===== src/rtl/eq_pkg.sv =====
`timescale 1ns/1ps
`default_nettype none
// ============================================================================
// Module      : eq_pkg
// Description : Shared types and default constants for the EQ gain SPI port.
// Revision    : 1.0 - initial release
// ============================================================================
package eq_pkg;

    localparam int              c_NUM_BANDS_DEF  = 4;
    localparam int              c_GAIN_W_DEF     = 8;
    localparam logic [7:0]      c_GAIN_RESET_DEF = 8'h80;

    typedef enum logic [1:0] {
        IDLE  = 2'd0,
        SHIFT = 2'd1,
        CHECK = 2'd2
    } state_t;

    function automatic int frame_w(input int num_bands, input int gain_w);
        return num_bands * gain_w;
    endfunction

endpackage
`default_nettype wire


===== src/rtl/spi_sync.sv =====
`timescale 1ns/1ps
`default_nettype none
// ============================================================================
// Module      : spi_sync
// Description : Two-flop synchroniser with rise/fall detect for one pin.
// Revision    : 1.0 - initial release
// ============================================================================
module spi_sync (
    input  logic clk,
    input  logic reset,
    input  logic din,
    output logic sync,
    output logic rise,
    output logic fall
);

    logic r_s1;
    logic r_s2;
    logic r_dly;

    always_ff @(posedge clk) begin
        if (reset) begin
            r_s1  <= 1'b0;
            r_s2  <= 1'b0;
            r_dly <= 1'b0;
        end else begin
            r_s1  <= din;
            r_s2  <= r_s1;
            r_dly <= r_s2;
        end
    end

    assign sync = r_s2;
    assign rise = r_s2 & ~r_dly;
    assign fall = ~r_s2 & r_dly;

endmodule
`default_nettype wire


===== src/rtl/eq_gain_spi.sv =====
`timescale 1ns/1ps
`default_nettype none
// ============================================================================
// Module      : eq_gain_spi
// Description : Oversampled SPI gain-frame receiver with shadow register and
//               sample-boundary atomic apply. Define EQ_GAIN_SPI_READBACK_EN
//               to shift the active gains out on sdo during each frame.
// Revision    : 1.0 - initial release
// ============================================================================
module eq_gain_spi
    import eq_pkg::*;
#(
    parameter int                NUM_BANDS  = c_NUM_BANDS_DEF,
    parameter int                GAIN_W     = c_GAIN_W_DEF,
    parameter logic [GAIN_W-1:0] GAIN_RESET = c_GAIN_RESET_DEF
) (
    input  logic                          clk,
    input  logic                          reset,
    input  logic                          sck,
    input  logic                          sdi,
    input  logic                          ce,
    input  logic                          sample_tick,
    output logic                          sdo,
    output logic [NUM_BANDS*GAIN_W-1:0]   gains,
    output logic                          pending,
    output logic                          frame_ok,
    output logic                          frame_err
);

    localparam int                 c_FRAME_W  = frame_w(NUM_BANDS, GAIN_W);
    localparam int                 c_CNT_W    = $clog2(c_FRAME_W + 2);
    localparam logic [c_CNT_W-1:0] c_CNT_FULL = c_CNT_W'(c_FRAME_W);
    localparam logic [c_CNT_W-1:0] c_CNT_SAT  = c_CNT_W'(c_FRAME_W + 1);

    logic w_sck_s, w_sck_rise, w_sck_fall;
    logic w_ce_s, w_ce_rise, w_ce_fall;
    logic r_sdi_s1, r_sdi_s2;

    spi_sync u_sck_sync (
        .clk   (clk),
        .reset (reset),
        .din   (sck),
        .sync  (w_sck_s),
        .rise  (w_sck_rise),
        .fall  (w_sck_fall)
    );

    spi_sync u_ce_sync (
        .clk   (clk),
        .reset (reset),
        .din   (ce),
        .sync  (w_ce_s),
        .rise  (w_ce_rise),
        .fall  (w_ce_fall)
    );

    always_ff @(posedge clk) begin
        if (reset) begin
            r_sdi_s1 <= 1'b0;
            r_sdi_s2 <= 1'b0;
        end else begin
            r_sdi_s1 <= sdi;
            r_sdi_s2 <= r_sdi_s1;
        end
    end

    state_t                 r_state;
    state_t                 w_state_nxt;
    logic [c_CNT_W-1:0]     r_bit_cnt;
    logic [c_FRAME_W-1:0]   r_shift;
    logic [c_FRAME_W-1:0]   r_shadow;
    logic [c_FRAME_W-1:0]   r_gains;
    logic                   r_pending;
    logic                   w_start;
    logic                   w_shift_en;
    logic                   w_commit;
    logic                   w_reject;

    always_ff @(posedge clk) begin
        if (reset) r_state <= IDLE;
        else       r_state <= w_state_nxt;
    end

    always_comb begin
        w_state_nxt = r_state;
        case (r_state)
            IDLE:    if (w_ce_rise) w_state_nxt = SHIFT;
            SHIFT:   if (w_ce_fall) w_state_nxt = CHECK;
            CHECK:   w_state_nxt = IDLE;
            default: w_state_nxt = IDLE;
        endcase
    end

    // Gating sck on the synchronised ce keeps stray clocks outside a frame inert.
    always_comb begin
        w_start    = (r_state == IDLE)  && w_ce_rise;
        w_shift_en = (r_state == SHIFT) && w_sck_rise && w_ce_s;
        w_commit   = (r_state == CHECK) && (r_bit_cnt == c_CNT_FULL);
        w_reject   = (r_state == CHECK) && (r_bit_cnt != c_CNT_FULL);
    end

    always_ff @(posedge clk) begin
        if (reset) begin
            r_bit_cnt <= '0;
            r_shift   <= '0;
        end else if (w_start) begin
            r_bit_cnt <= '0;
            r_shift   <= '0;
        end else if (w_shift_en) begin
            r_shift <= {r_shift[c_FRAME_W-2:0], r_sdi_s2};
            if (r_bit_cnt != c_CNT_SAT) r_bit_cnt <= r_bit_cnt + 1'b1;
        end
    end

    // A commit coinciding with a tick bypasses the shadow so no sample is missed.
    always_ff @(posedge clk) begin
        if (reset) begin
            r_shadow  <= '0;
            r_gains   <= {NUM_BANDS{GAIN_RESET}};
            r_pending <= 1'b0;
        end else if (w_commit) begin
            r_shadow <= r_shift;
            if (sample_tick) begin
                r_gains   <= r_shift;
                r_pending <= 1'b0;
            end else begin
                r_pending <= 1'b1;
            end
        end else if (sample_tick && r_pending) begin
            r_gains   <= r_shadow;
            r_pending <= 1'b0;
        end
    end

`ifdef EQ_GAIN_SPI_READBACK_EN
    logic [c_FRAME_W-1:0] r_readback;

    always_ff @(posedge clk) begin
        if (reset)                                  r_readback <= '0;
        else if (w_start)                           r_readback <= r_gains;
        else if ((r_state == SHIFT) && w_sck_fall)  r_readback <= {r_readback[c_FRAME_W-2:0], 1'b0};
    end

    assign sdo = (r_state == SHIFT) && w_ce_s && r_readback[c_FRAME_W-1];
`else
    assign sdo = 1'b0;
`endif

    logic w_unused;
    assign w_unused = &{1'b0, w_sck_s, w_sck_fall, w_ce_s};

    assign gains     = r_gains;
    assign pending   = r_pending;
    assign frame_ok  = w_commit;
    assign frame_err = w_reject;

endmodule
`default_nettype wire


===== config.mk =====
export PLATFORM = sky130hd
export DESIGN_NAME = eq_gain_spi
export DESIGN_NICKNAME = d
export VERILOG_FILES = /design/src/rtl/eq_pkg.sv /design/src/rtl/spi_sync.sv /design/src/rtl/eq_gain_spi.sv
export SDC_FILE = /design/constraint.sdc
export NUM_CORES = 1
export LEC_CHECK = 0
export CAP_MARGIN = 20
export CORE_ASPECT_RATIO = 0.9
export CORE_MARGIN = 3
export CORE_UTILIZATION = 50
export CTS_BUF_LIST = sky130_fd_sc_hd__clkbuf_8
export DETAILED_ROUTE_END_ITERATION = 10
export DONT_BUFFER_PORTS = 1
export GPL_TIMING_DRIVEN = 1
export HOLD_SLACK_MARGIN = 0.06
export PLACE_DENSITY = 0.69
export SYNTH_ARGS = -nofsm -noshare
export SYNTH_HDL_FRONTEND = slang
export SYNTH_HIERARCHICAL = 1
export SYNTH_SLANG_ARGS = --single-unit

===== constraint.sdc =====
create_clock -name clk -period 3.68 [get_ports clk]
set_clock_uncertainty 0.2 [all_clocks]
set_input_delay 1.104 -clock clk [delete_from_list [all_inputs] [get_ports clk]]
set_output_delay 1.104 -clock clk [all_outputs]
set_load 0.02 [all_outputs]

* Word-level counts from Yosys, hierarchy flattened
Cells that the tools add are included.
** Storage, ports and cells
- Input bits :: 6
- Logic and storage cells :: 50
- Register bits :: 113
** Operators by class
- Bitwise gates (word level) :: 6
- Equal/unequal tests :: 8
- Reductions and logical operators :: 12
- Muxes and demuxes :: 9
- $add $sub $neg :: 1
** Operators with widths (number)
- 2-to-1 mux 32 bit :: 3
- inequality test 6 bit (second input constant) :: 2
- adder 6 x 1 -> 6 bit (second input constant) :: 1
- == test 6 bit (second input constant) :: 1
- logical AND 1 bit :: 6
- AND reduction 2 bit :: 3
- 2-to-1 mux 2 bit :: 2
- inequality test 2 bit (second input constant) :: 2
- one-hot mux 2 bit (2 select lines) :: 1
- bitwise AND 1 bit :: 3
- 2-to-1 mux 1 bit :: 3
- NOT 1 bit :: 3
- == test 2 x 1 -> 1 bit (second input constant) :: 1
- == test 2 bit (second input constant) :: 1
- logical NOT 2 bit :: 1
- inequality test 2 x 1 -> 1 bit (second input constant) :: 1
- nonzero test 2 bit :: 1
- OR reduction 2 bit :: 1

* Longest topological paths before layout
- Depth in word-level cells :: 5
- Mapped depth :: 8
- Mapped depth without buffers :: 6

* Hierarchy
Netlist, hierarchy kept.
** By module, submodules not included
- eq_gain_spi :: cells each 522, instances 1, area each 4346.7 um^2, sequential area each 2142.1 um^2
- spi_sync :: cells each 8, instances 2, area each 91.3 um^2, sequential area each 60.1 um^2

* Worst setup path after synthesis
OpenSTA, ideal clock, no wires.
- Path kind :: reg2out
- Start point :: register r_bit_cnt[2]
- End point :: output frame_ok
- Setup slack :: 1.100 ns
- Buffers on the path :: 1
- Arrival time :: 1.276 ns
- Cell stages (with the launch flop) :: 5
- Cell sequence :: dfxtp_1 nor4b_4 nand4b_1 inv_1 clkbuf_1
** On the way
- Word-level cells in the longest chain between the ends :: 2
** Ends and longest elaborated chain
- start: declaration :: RTL line eq_gain_spi.sv:69 : logic [c_CNT_W-1:0] r_bit_cnt;
- start signal: assignment :: RTL line eq_gain_spi.sv:111 : if (r_bit_cnt != c_CNT_SAT) r_bit_cnt <= r_bit_cnt + 1'b1;
- == test 6 bit :: RTL line eq_gain_spi.sv:98 : w_commit = (r_state == CHECK) && (r_bit_cnt == c_CNT_FULL);
- logical AND 1 bit :: RTL line eq_gain_spi.sv:98
- end: declaration :: RTL line eq_gain_spi.sv:26 : output logic frame_ok,
Every way passes these cells.

* Final worst setup path
Same ends and word-level chain as after synthesis.

==> results <==
- 42 I/O pins were placed.
- After technology mapping, the gate count stands at 537.
- The number of antenna violations at the first check in global routing came to 0.
- The clock tree root buffer cell is clkbuf_8.
- With fillers left out, the area of the finished cells amounts to 0.00496 mm².
- Measured against its own limit, the worst slew margin works out to 33.7%.
- In the final design database the tool counted 530 nets.
- The floorplan step defined a die boundary enclosing 0.0102 mm².
- The overall global routing resource usage is 19.1%.
- The required time at the worst-slack endpoint is 2.38 ns.
- The final hold violation count is 0.
- The clock passes through at most 2 buffers.
- The CTS tree is yes.
- For this run, design rule violations remaining after detail routing come to 0.
- The netlist area before placement is 0.00452 mm².
- For this run, the number of Yosys warnings is 6.
- In this run, post-CTS repair resized a total of 0 instances.
- The flow ran to the end, and the final reports show no timing, DRC or antenna violations.
- At the end of routability-driven placement, the weighted congestion stood at 0.721.
- The category of the critical setup timing path is reg2out.
- The power density over the cells is 498 mW/mm².
- The actual transition at the worst max-transition pin is 0.991 ns.
- In this run the worst hold path is classified as reg2reg.
- The via count is 3502.
- Counting both buffers and inverters, the worst setup path holds a total of 1.
- The area added between synthesis and finish is 9.76%.
- The final critical path takes up 78.2% of the cycle.
- Entering global routing, the biggest net connects 78 pins.
- The first global-routing pass estimated 15400 µm of wire.
- The delay contributed by the slowest stage of the critical path is 0.36 ns.
- The vias per cell is 5.36.
- The number of global-route vias before repair is 3291.
- Along the worst path, the maximum fanout reaches 5.
- The number of violations reported at the end of detailed-routing iteration 0 is 206.
- The mean area per synthesized cell is 8.42 µm².
- The count of final max-slew check failures is 0.
- The critical path goes through nor4b_4 -> nand4b_1 -> inv_1.
- Derived from the worst setup path, the maximum achievable clock frequency is 348 MHz.
- The final antenna-violating net count is 0.
- Data on the critical path arrives at its endpoint at 1.57 ns.
- The reg-to-reg critical path endpoint is gains[24].
- Setup slack on the critical path of the routed design comes to 0.803 ns.
- For this run, the detailed router's first-pass iteration total came to 5.
- The floorplan step defined a core boundary enclosing 0.00869 mm².
- The fraction of layout instances using a drive strength above 1 is 7.49%.
- The nature of the critical path startpoint is a register.
- The worst register-to-register path has a depth of 7.
- Counting the buffers created by CTS gives 17.
- The number of nets handed over by synthesis was 546.
- Among all stages on the critical path, the largest delay is contributed by dfxtp_1.
- From left edge to right edge, the die measures 106 µm.
- The number of hold buffers added after CTS is 0.
- In this design, the largest share of critical-path delay is due to simple AND/OR/NAND/NOR gates.
- The most frequent standard cell in the layout excluding fill and tap cells is nand2_1.
- The die span in y is 96.2 µm.
- Buffers added to address setup during post-CTS repair amount to 0.
- In the layout the commonest cells are nand2_1, dfxtp_1, a21oi_1.
- The placed cell area is 0.00454 mm².
- Once detailed placement completed, the half-perimeter wirelength came to 5300 µm.
- The switching fraction of total power is 20.4%.
- The global route total overflow is 0.
- Setup repair after global routing left no endpoint under its margin.
- The share of total power dissipated in the clock network is 49.3%.
- Combinational logic is responsible for 1.0% of the overall power.
- The total inserted antenna cells is 0.
- Wires add up to 9180 µm.
- Clock-pin slew was measured on the worst setup and hold paths at 0.06 ns.
- Across the VDD grid, the largest voltage drop is 0.336 mV.
- The worst hold path begins at r_sdi_s2.
- CTS built an H-tree with a depth of 4.
- The share of total power in sequential cells is 49.7%.
- The instance count along the most critical hold path is 2.
- The count of input and output buffers is 0.
- At the later pin of the worst-skew pair, clock insertion delay measures 0.42 ns.
- The power spent charging and discharging nets is 0.505 mW.
- Hold timing on the final database bottoms out at a slack of 0.236 ns.
- Setup violations remaining at the end of the flow were counted as 0.
- The endpoint type of the worst setup path is a primary output.
- The reg-to-reg startpoint is r_bit_cnt[0].
- Once the floorplan was initialized, standard cells occupied 52.1% of the core.
- Cells fill 57.1% of the core in the end.
- In the final routed layout, each cell accounts on average for 14.1 µm.
- Across the run, the number of max-cap violations was 0.
- The number of placement rows is 32.
- The analysis attributes to cell leakage a power of 1.84 nW.
- The worst-case register-to-register setup slack is 1.20 ns.
- Counting every sink on the clock net gives 113.
- Counting I/O delays and the setup requirement, the final critical path takes 2.88 ns.
- The internal power consumption is 1.97 mW.
- Before CTS, the worst setup slack after placement is 1.04 ns.
- Setup total negative slack on the finished layout was measured at 0 ns.
- The endpoint of the worst hold-timing path is r_shift[0].
-- per-stage QoR --
step,cells,power [mW]
final,653,2.47
after global routing,653,2.56
after CTS,653,2.50
after detailed placement,621,1.28
after global placement,621,1.28
after floorplan,537,1.29
-- power by group through the flow --
stage,clock [mW],sequential [mW],combinational [mW]
detailed placement,0,1.26,0.0257
finish,1.22,1.23,0.0258
CTS,1.24,1.23,0.0257
global route,1.30,1.23,0.0283
global placement,0,1.26,0.0252
floorplan,0,1.26,0.0324
-- how the worst max path moves through the flow --
stage / startpoint / endpoint / slack, ns / depth (start not counted)
after floorplan: r_bit_cnt[2] / frame_ok / 1.10 / 4
after global placement: sample_tick / gains[26] / 1.08 / 3
after detailed placement: sample_tick / gains[24] / 1.04 / 3
after CTS: r_bit_cnt[2] / frame_ok / 0.76 / 3
after global routing: r_bit_cnt[2] / frame_ok / 0.68 / 3
final: r_bit_cnt[2] / frame_ok / 0.80 / 3
-- layout make-up --
class | instances | area, µm²
clock inverter | 11 | 135
tap | 119 | 149
inverter | 33 | 124
multi-input combinational | 350 | 1960
clock buffer | 21 | 289
timing repair buffer | 6 | 45.0
fill | 793 | 3720
sequential | 113 | 2260
-- tightest hold or removal path, delay by kind of cell (launching register included) --
kind	cells	cell delay, ns
compound gates	1	0.05
simple gates	1	0.05
flops	1	0.29
-- flip-flops by register name, summed over array words and instances, names as in the netlist --
name              count
gains                32
pending               1
r_bit_cnt             6
r_sdi_s1              1
r_sdi_s2              1
r_shadow             32
r_shift              32
r_state               2
u_ce_sync/r_dly       1
u_ce_sync/r_s1        1
u_ce_sync/sync        1
u_sck_sync/r_dly      1
u_sck_sync/r_s1       1
u_sck_sync/sync       1
-- metal layers --
metal	track usage, %	up-vias	share of wire [%]	routed length [µm]
met1	21.4	1645	44	4090
li1	-	1779	-	-
met2	32.3	66	48	4370
met4	9.06	0	1.1	103
met5	0	-	0	0
met3	7.31	12	6.7	619
Note: power is estimated with default switching activity, not from simulation.
